$ cat config.mk
export PLATFORM = sky130hd
export DESIGN_NAME = id_ex_stage_reg
export DESIGN_NICKNAME = d
export VERILOG_FILES = /design/src/rtl/pipeline_pkg.sv /design/src/rtl/load_use_detector.sv /design/src/rtl/id_ex_stage_reg.sv
export SDC_FILE = /design/constraint.sdc
export NUM_CORES = 1
export LEC_CHECK = 0
export BUFFER_PORTS_ARGS = -buffer_cell sky130_fd_sc_hd__buf_2
export CAP_MARGIN = 20
export CORE_UTILIZATION = 40
export DETAILED_ROUTE_END_ITERATION = 7
export GPL_ROUTABILITY_DRIVEN = 0
export HOLD_SLACK_MARGIN = 0.06
export PLACE_DENSITY = 0.75
export SYNTH_ARGS = -nofsm -noshare
export SYNTH_HDL_FRONTEND = slang
export SYNTH_SLANG_ARGS = --single-unit
$ cat constraint.sdc
create_clock -name clk -period 2.5 [get_ports clk]
set_input_delay 0.125 -clock clk [delete_from_list [all_inputs] [get_ports clk]]
set_output_delay 0.125 -clock clk [all_outputs]
set_load 0.05 [all_outputs]
$ cat src/rtl/pipeline_pkg.sv
// ---------------------------------------------------------------------------
// pipeline_pkg
// Shared encodings and types for the ID/EX pipeline register and its
// load-use hazard detector.
//   op_src_e     : which register specifier feeds an operand (Rs/Rt/Rd/none)
//   ops_count_e  : how many operands the instruction actually reads
//   REG_ZERO     : hardwired-zero register number (never a real dependency)
//   idex_ctrl_t  : every non-data field carried from ID into EX
//   CTRL_BUBBLE  : control/specifier pattern of an inserted bubble (a no-op)
// ---------------------------------------------------------------------------
package pipeline_pkg;

  typedef enum logic [1:0] {
    OP_SRC_RS   = 2'b00,
    OP_SRC_RT   = 2'b01,
    OP_SRC_RD   = 2'b10,
    OP_SRC_NONE = 2'b11
  } op_src_e;

  typedef enum logic [1:0] {
    OPS_NONE = 2'b00,
    OPS_ONE  = 2'b01,
    OPS_TWO  = 2'b10
  } ops_count_e;

  localparam logic [4:0] REG_ZERO = 5'd0;

  typedef struct packed {
    logic [4:0] rs;
    logic [4:0] rt;
    logic [4:0] rd;
    logic [4:0] regDest;
    logic       regWrite;
    logic       memRead;
    logic       storeSignal;
    logic [1:0] op1Src;
    logic [1:0] op2Src;
    logic [1:0] howManyOps;
  } idex_ctrl_t;

  // A bubble has no write, no memory access and all specifiers at r0, so
  // nothing downstream can mistake it for a producer.
  localparam idex_ctrl_t CTRL_BUBBLE = '0;

  // Resolve an operand-source select to the register it names. Returns 0
  // for "none"; callers also gate on the select so r0 is not a false match.
  function automatic logic [4:0] srcReg(input logic [1:0] sel,
                                        input logic [4:0] rs,
                                        input logic [4:0] rt,
                                        input logic [4:0] rd);
    logic [4:0] r;
    r = REG_ZERO;
    case (sel)
      OP_SRC_RS: r = rs;
      OP_SRC_RT: r = rt;
      OP_SRC_RD: r = rd;
      default:   r = REG_ZERO;
    endcase
    return r;
  endfunction

endpackage

$ cat src/rtl/load_use_detector.sv
// ---------------------------------------------------------------------------
// load_use_detector
// Purely combinational check for a load in EX whose destination is read by
// the instruction currently in ID.
// Ports:
//   ex_mem_read_i      : instruction in EX is a load
//   ex_reg_dest_i      : destination register of the instruction in EX
//   id_rs_i/rt_i/rd_i  : register specifiers of the instruction in ID
//   id_op1_src_i       : source select of operand 1 (op_src_e encoding)
//   id_op2_src_i       : source select of operand 2
//   id_how_many_ops_i  : number of operands actually consumed
//   id_store_i         : ID instruction is a store (reads Rt as data)
//   hazard_o           : 1 = ID must wait one cycle for the load
// ---------------------------------------------------------------------------
module load_use_detector
  import pipeline_pkg::*;
(
  input  logic       ex_mem_read_i,
  input  logic [4:0] ex_reg_dest_i,
  input  logic [4:0] id_rs_i,
  input  logic [4:0] id_rt_i,
  input  logic [4:0] id_rd_i,
  input  logic [1:0] id_op1_src_i,
  input  logic [1:0] id_op2_src_i,
  input  logic [1:0] id_how_many_ops_i,
  input  logic       id_store_i,
  output logic       hazard_o
);

  logic useOp1, useOp2;
  logic op1Match, op2Match, storeMatch;

  // Operand 1 counts whenever any operand is read; operand 2 only for
  // two-operand instructions. A "none" select never matches even if the
  // resolved register happens to equal the load destination.
  always_comb begin
    useOp1     = (id_how_many_ops_i != OPS_NONE);
    useOp2     = (id_how_many_ops_i == OPS_TWO);
    op1Match   = (id_op1_src_i != OP_SRC_NONE) &&
                 (srcReg(id_op1_src_i, id_rs_i, id_rt_i, id_rd_i) == ex_reg_dest_i);
    op2Match   = (id_op2_src_i != OP_SRC_NONE) &&
                 (srcReg(id_op2_src_i, id_rs_i, id_rt_i, id_rd_i) == ex_reg_dest_i);
    storeMatch = id_store_i && (id_rt_i == ex_reg_dest_i);
    hazard_o   = ex_mem_read_i && (ex_reg_dest_i != REG_ZERO) &&
                 ((useOp1 && op1Match) || (useOp2 && op2Match) || storeMatch);
  end

endmodule

$ cat src/rtl/id_ex_stage_reg.sv
// ---------------------------------------------------------------------------
// id_ex_stage_reg
// ID/EX pipeline register with load-use stall control and a saturating
// count of inserted bubbles.
// Parameters: DATA_W (operand/immediate width), CNT_W (stall counter width).
// Ports:
//   clk, rst_n        : clock, asynchronous active-low reset
//   flush             : kill the ID instruction (branch/jump redirect)
//   hold              : downstream freeze, ID_EX_* keep their value
//   ID_*              : decoded fields and operand data of the ID instruction
//   ID_EX_*           : registered copies presented to EX and forwarding
//   PC_write          : 0 = hold the PC
//   IF_ID_write       : 0 = hold the IF/ID register
//   stall_cnt         : saturating count of load-use bubbles
// Per-edge priority is flush > hold > hazard > normal capture.
// ---------------------------------------------------------------------------
module id_ex_stage_reg
  import pipeline_pkg::*;
#(
  parameter int DATA_W = 32,
  parameter int CNT_W  = 16
) (
  input  logic              clk,
  input  logic              rst_n,
  input  logic              flush,
  input  logic              hold,
  input  logic [4:0]        ID_Rs,
  input  logic [4:0]        ID_Rt,
  input  logic [4:0]        ID_Rd,
  input  logic [4:0]        ID_RegDest,
  input  logic              ID_RegWrite,
  input  logic              ID_MemRead,
  input  logic              ID_store_signal,
  input  logic [1:0]        ID_OP1_src,
  input  logic [1:0]        ID_OP2_src,
  input  logic [1:0]        ID_how_many_ops,
  input  logic [DATA_W-1:0] ID_op_a,
  input  logic [DATA_W-1:0] ID_op_b,
  input  logic [DATA_W-1:0] ID_imm,
  output logic [4:0]        ID_EX_Rs,
  output logic [4:0]        ID_EX_Rt,
  output logic [4:0]        ID_EX_Rd,
  output logic [4:0]        ID_EX_RegDest,
  output logic              ID_EX_RegWrite,
  output logic              ID_EX_MemRead,
  output logic              ID_EX_store_signal,
  output logic [1:0]        ID_EX_OP1_src,
  output logic [1:0]        ID_EX_OP2_src,
  output logic [1:0]        ID_EX_how_many_ops,
  output logic [DATA_W-1:0] ID_EX_op_a,
  output logic [DATA_W-1:0] ID_EX_op_b,
  output logic [DATA_W-1:0] ID_EX_imm,
  output logic              PC_write,
  output logic              IF_ID_write,
  output logic [CNT_W-1:0]  stall_cnt
);

  idex_ctrl_t        ctrl_q, ctrl_d, idCtrl;
  logic [DATA_W-1:0] opA_q, opA_d;
  logic [DATA_W-1:0] opB_q, opB_d;
  logic [DATA_W-1:0] imm_q, imm_d;
  logic [CNT_W-1:0]  stallCnt_q, stallCnt_d;
  logic              hazard;

  // The comparison uses only registered EX fields and raw ID inputs, so the
  // stall outputs never feed back into their own inputs.
  load_use_detector u_detector (
    .ex_mem_read_i     (ctrl_q.memRead),
    .ex_reg_dest_i     (ctrl_q.regDest),
    .id_rs_i           (ID_Rs),
    .id_rt_i           (ID_Rt),
    .id_rd_i           (ID_Rd),
    .id_op1_src_i      (ID_OP1_src),
    .id_op2_src_i      (ID_OP2_src),
    .id_how_many_ops_i (ID_how_many_ops),
    .id_store_i        (ID_store_signal),
    .hazard_o          (hazard)
  );

  always_comb begin
    idCtrl = '{rs: ID_Rs, rt: ID_Rt, rd: ID_Rd, regDest: ID_RegDest,
               regWrite: ID_RegWrite, memRead: ID_MemRead,
               storeSignal: ID_store_signal, op1Src: ID_OP1_src,
               op2Src: ID_OP2_src, howManyOps: ID_how_many_ops};
  end

  // Next-state selection. Bubbles also zero the data fields so EX never
  // sees stale operands, even though they are don't-care.
  always_comb begin
    ctrl_d     = ctrl_q;
    opA_d      = opA_q;
    opB_d      = opB_q;
    imm_d      = imm_q;
    stallCnt_d = stallCnt_q;
    if (flush) begin
      ctrl_d = CTRL_BUBBLE;
      opA_d  = '0;
      opB_d  = '0;
      imm_d  = '0;
    end else if (hold) begin
      // everything keeps its value
    end else if (hazard) begin
      ctrl_d = CTRL_BUBBLE;
      opA_d  = '0;
      opB_d  = '0;
      imm_d  = '0;
      if (stallCnt_q != {CNT_W{1'b1}})
        stallCnt_d = stallCnt_q + {{(CNT_W-1){1'b0}}, 1'b1};
    end else begin
      ctrl_d = idCtrl;
      opA_d  = ID_op_a;
      opB_d  = ID_op_b;
      imm_d  = ID_imm;
    end
  end

  always_ff @(posedge clk or negedge rst_n) begin
    if (!rst_n) begin
      ctrl_q     <= CTRL_BUBBLE;
      opA_q      <= '0;
      opB_q      <= '0;
      imm_q      <= '0;
      stallCnt_q <= '0;
    end else begin
      ctrl_q     <= ctrl_d;
      opA_q      <= opA_d;
      opB_q      <= opB_d;
      imm_q      <= imm_d;
      stallCnt_q <= stallCnt_d;
    end
  end

  // Flush redirects fetch so it always lets PC/IF_ID move; otherwise a
  // freeze or a load-use stall holds them. During reset they are released.
  always_comb begin
    PC_write    = !rst_n || flush || !(hold || hazard);
    IF_ID_write = PC_write;
  end

  assign ID_EX_Rs           = ctrl_q.rs;
  assign ID_EX_Rt           = ctrl_q.rt;
  assign ID_EX_Rd           = ctrl_q.rd;
  assign ID_EX_RegDest      = ctrl_q.regDest;
  assign ID_EX_RegWrite     = ctrl_q.regWrite;
  assign ID_EX_MemRead      = ctrl_q.memRead;
  assign ID_EX_store_signal = ctrl_q.storeSignal;
  assign ID_EX_OP1_src      = ctrl_q.op1Src;
  assign ID_EX_OP2_src      = ctrl_q.op2Src;
  assign ID_EX_how_many_ops = ctrl_q.howManyOps;
  assign ID_EX_op_a         = opA_q;
  assign ID_EX_op_b         = opB_q;
  assign ID_EX_imm          = imm_q;
  assign stall_cnt          = stallCnt_q;

endmodule

# After elaboration in Yosys (flattened, before gate mapping)
# Cells that the tools add are included.
# totals
regBits	141
input_bits	129
output_inout_bits	143
elab_cells	62
# classes
n_addsub	1
n_eq_ne	12
n_mux	14
n_bitwise	2
reduce_logical	19
# op_table
op	count
2-to-1 mux 32 bit	9
2-to-1 mux 29 bit	3
one-hot mux 5 bit (3 select lines)	2
adder 16 x 1 -> 16 bit, second input constant	1
inequality test 16 bit, second input constant	1
== test 5 bit	3
logical AND 1 bit	7
== test 2 bit, second input constant	3
inequality test 2 bit, second input constant	3
logical OR 1 bit	5
nonzero test 5 bit	1
== test 2 x 1 -> 1 bit, second input constant	2
logical NOT 2 bit	2
AND reduction 4 bit	1
logical NOT 1 bit	2
NOT 1 bit	2
nonzero test 2 bit	1

# Longest topological paths before layout
# depth
ltp_word	11
mapped_depth	11
mapped_depth_nobuf	7

# Cells and area by module
# A second synthesis with hierarchy kept.
# unflattened
hier_cells	423
hier_area_um2	5679.2
# by_module_without_submodules
module	n_inst	cells_per_inst	area_each_um2
id_ex_stage_reg	1	362	5230.0
load_use_detector	1	61	449.2

# Worst setup path before layout
# OpenSTA, ideal clock, no wires.
# synth_timing
kind	flip-flop to output port
from	reg ctrl_q, in the netlist ID_EX_RegDest[4]
to	out PC_write
arrival_time_ns	3.413
required_ns	2.375
slack_ns	-1.038
stages_incl_launch_ff	10
path_buffers	3
cell_sequence	dfrtp_1 > clkbuf_1 > nor2b_1 > o21ai_0 > and4_1 > o2111ai_1 > a31oi_2 > buf_2 > o21ai_0 > buf_4
# synth_via
elab_chain_len	9
# synth_lines
item	line_no	text
start, declared	id_ex_stage_reg.sv:58	idex_ctrl_t ctrl_q, ctrl_d, idCtrl;
start signal, assigned	id_ex_stage_reg.sv:125	ctrl_q <= ctrl_d;
== test 5 bit (on tied branches)	load_use_detector.sv:40, load_use_detector.sv:42	
logical AND 1 bit (on tied branches)	load_use_detector.sv:39, load_use_detector.sv:41	
logical AND 1 bit	load_use_detector.sv:45	((useOp1 && op1Match) || (useOp2 && op2Match) || storeMatch);
logical OR 1 bit (2 in series)	load_use_detector.sv:45	
logical AND 1 bit (*)	load_use_detector.sv:44	hazard_o = ex_mem_read_i && (ex_reg_dest_i != REG_ZERO) &&
logical OR 1 bit (*)	id_ex_stage_reg.sv:136	PC_write = !rst_n || flush || !(hold || hazard);
logical NOT 1 bit (*)	id_ex_stage_reg.sv:136	
logical OR 1 bit (*)	id_ex_stage_reg.sv:136	
end, declared	id_ex_stage_reg.sv:53	output logic PC_write,
# Mark *: on every way between the ends. The rest lies on a longest branch, timed or not.

# Worst setup path after layout
# layout_timing
from	reg ctrl_q, in the netlist ID_EX_RegDest[2]
to	reg opA_q[0], in the netlist ID_EX_op_a[0]
# layout_via
elab_chain_len	9
# layout_lines
item	line_no	text
== test 5 bit (on tied branches)	load_use_detector.sv:40, load_use_detector.sv:42	
logical AND 1 bit (on tied branches)	load_use_detector.sv:39, load_use_detector.sv:41	
logical AND 1 bit	load_use_detector.sv:45	
logical OR 1 bit (2 in series)	load_use_detector.sv:45	
logical AND 1 bit (*)	load_use_detector.sv:44	
2-to-1 mux 32 bit (*)	id_ex_stage_reg.sv:102	end else if (hazard) begin
2-to-1 mux 32 bit (*)	id_ex_stage_reg.sv:100	end else if (hold) begin
2-to-1 mux 32 bit (*)	id_ex_stage_reg.sv:95	if (flush) begin
end signal, assigned	id_ex_stage_reg.sv:126	opA_q <= opA_d;
end, declared	id_ex_stage_reg.sv:59	logic [DATA_W-1:0] opA_q, opA_d;
# Mark *: on every way between the ends. The rest lies on a longest branch, timed or not. The select of a mux whose other input is x is not followed.
# A chain may end at the register's enable or synchronous reset.

==> flow_summary.ini <==
[clock_tree]
cts-htree-levels = 4
numCtsBuffers = 17
cts_root_buf = clkbuf_16
clockBufferDepth = 2
cts_tree = built
clk_pin_slew_ps = 60
cts_sinks = 141
clk-insertion-delay-late_ps = 420

[timing]
slew_headroom = 0.4643
fin_skew_ps = 5.511
rsz0062_at_grt = false
fin_ws_ps = 65.90
setup_tns_ps = 0
finalSetupViolCount = 0
period_share = 0.9736
worstMarginPinSlew_ps = 803.6
timing.fmax_ghz = 0.4108
post-route-min-period_ps = 2434
slew_violations = 0
final_hold_viol_count = 0
hold_ws_ps = 178.3

[setup_path]
reg2reg_setup_slack_ps = 70
critical-path-top-delay-family = compound AO/OA/AOI/OAI gates
worst_setup_path_end_kind = flop
crit_slowest_cell = dfrtp_2
start_kind = flop
slowest_delay_ps = 430
arrival_ps = 2730
critPathRequiredTime_ps = 2800
crit_type = flop to flop
critPathMaxFanout = 46
worst-path-buf-inv = 3
cpMostUsedCell = buf_4
path_cells = buf_4, or3_1, a22oi_2, o2111ai_2, buf_4, a31o_4, clkbuf_16, a32o_1

[synthesis]
yosysMostFrequentCell = dfrtp_1
synth-seq-area-share = 0.5901
synth_ff_type = dfrtp_1
avgSynthCellArea_um2 = 13.41
yosysTopAreaCellShare = 0.5901
synthArstFlopShare = 1.000
syn_inst = 446
yosysWarningCount = 0
postSynthNetCount = 576
yosys-top-cells-area = dfrtp_1 59%, a32o_1 21%, xnor2_1 2.8%
yosys_register_bits = 141
synth_cell_types = 39
synth-edff-count = 0
netlist_area_um2 = 5979
synth_common_cells = 141 x dfrtp_1, 125 x a32o_1, 41 x clkbuf_1, 19 x xnor2_1, 13 x nor2b_1
yosysTopAreaCell = dfrtp_1

[routing]
firstDrtPassIters = 5
drtIter0Drc = 455
viasPerCell = 5.757
wl_per_cell_um = 19.98
drt_wl_total_um = 20420
ant_nets = 0
vias = 5884
drc_errors = 0

[global_route]
grt_overflow = 0
grt_pass1_vias = 6155
grt_usage = 0.2601
grt_pass1_wl_um = 31770
grt_max_degree = 126
antenna_found_initial = 1

[final_layout]
drive_gt1_frac = 0.4086
fin_cells = 1022
final_nets = 954
area_delta_synth_final_pct = 58.15

[floorplan]
die_h_um = 124.3
core_um2 = 14530
die_w_um = 124.3
start_util = 0.4114
die_area_um2 = 15440
pin_count = 272
rows = 44

[power]
seqPwrFrac = 0.398
comb_power_share = 0.197
p_clk_frac = 0.405
p_leak_nw = 4.660
p_per_area_nw_per_um2 = 659.0
power.internal_mw = 4.370
p_sw_frac = 0.2988
power_switching_mw = 1.862
ir_drop_mv = 0.4967

[placement]
portBuffers = 271
dp.cells = 861
dpl_worst_slack_ps = 190.3
hpwl_um = 11520

[outcome]
status = complete, no violations

[min_path]
hold_path_class = input pin to async pin

[run]
cap_violations = 0
-- through the flow --
stage                     power, mW  cell area, um2  utilization
final                         6.232            9457       0.6507
after global routing          6.444            9457       0.6507
after CTS                     6.234            9383       0.6456
after detailed placement      3.553            7500       0.5160
after global placement        3.521            7500       0.5160
after floorplan               3.181            6001            -
-- power by group through the flow --
stage | Sequential (mW) | Combinational (mW) | Clock [mW]
final | 2.48 | 1.23 | 2.53
after global routing | 2.49 | 1.29 | 2.67
after CTS | 2.47 | 1.20 | 2.56
after detailed placement | 2.51 | 1.04 | 0
after global placement | 2.51 | 1.02 | 0
after floorplan | 2.92 | 0.260 | 0
-- cell usage in the layout, fill, tap and decap left out, drive strengths merged, types with 2 or more instances in the layout --
master        count
clkinvlp          2
mux2i             6
nand2b            5
inv               2
and3              9
bufinv            2
dfrtp           141
and4              2
and4b             4
buf             289
a22oi             2
mux2              5
clkinv            7
dlygate4sd3     120
a221oi            4
nand3b            4
nand3            10
nand4             7
nor2b            13
clkbuf           20
o21ai             8
nor4b             2
a32o            125
or3               4
xnor2            19
xor2              4
dlymetal6s4s      2
nand2             3
nor2              3
-- final timing paths --
kind / start / end / depth (start not counted)
min in group clk: ID_OP2_src[0] / ID_EX_OP2_src[0] / 2
max reg2reg: ID_EX_RegDest[2] / ID_EX_op_a[0] / 8
min: rst_n / ID_EX_op_a[4] / 2
max in group asynchronous: rst_n / ID_EX_RegDest[3] / 3
min reg2reg: ID_EX_op_b[31] / ID_EX_op_b[31] / 1
max: ID_EX_RegDest[2] / ID_EX_op_a[0] / 8
-- per-layer routing --
layer | vias to the layer above | part of all wire | GRT usage
met2 | 298 | 0.52 | 0.4579
met4 | 0 | 0.048 | 0.1389
met5 | - | 0 | 0
met3 | 79 | 0.059 | 0.06014
met1 | 2940 | 0.37 | 0.2908
li1 | 2567 | - | -
-- state kept, by name (all words and copies together), names as in the netlist --
signal              cells
ID_EX_Rs                5
ID_EX_op_a             32
ID_EX_store_signal      1
ID_EX_RegDest           5
ID_EX_OP1_src           2
ID_EX_op_b             32
ID_EX_imm              32
ID_EX_RegWrite          1
ID_EX_OP2_src           2
ID_EX_Rt                5
ID_EX_Rd                5
ID_EX_how_many_ops      2
ID_EX_MemRead           1
stall_cnt              16
-- final cells by class --
cell class,instances,area (um2)
antenna,1,2.502
clock buffer,19,452.9
clock inverter,13,138.9
fill,1093,5077
multi-input combinational,252,2280
sequential,141,3533
tap,184,230.2
timing repair buffer,412,2819
-- cell families (layout without fill, tap and decap cells) --
group / Yosys count / count (layout) / share of synthesized area
buf+inv: 53 / 444 / 0.04353
compound gates: 146 / 146 / 0.2358
simple gates: 71 / 71 / 0.07533
fa+ha+maj: 1 / 1 / 0.002092
xor+xnor: 23 / 23 / 0.03369
flops: 141 / 141 / 0.5901
other cells: 0 / 1 / 0
mux: 11 / 11 / 0.01946
-- repair_timing --
action / in CTS / in global routing
buffers inserted: 6 / 2
gates cloned: 0 / 1
endpoints found under the hold margin: 151 / 0
resized for setup: 8 / 12
endpoints found under the setup margin: 2 / 11
hold buffers: 122 / 0
pin swaps: 4 / 5
Power figures use the tool's default switching activity.
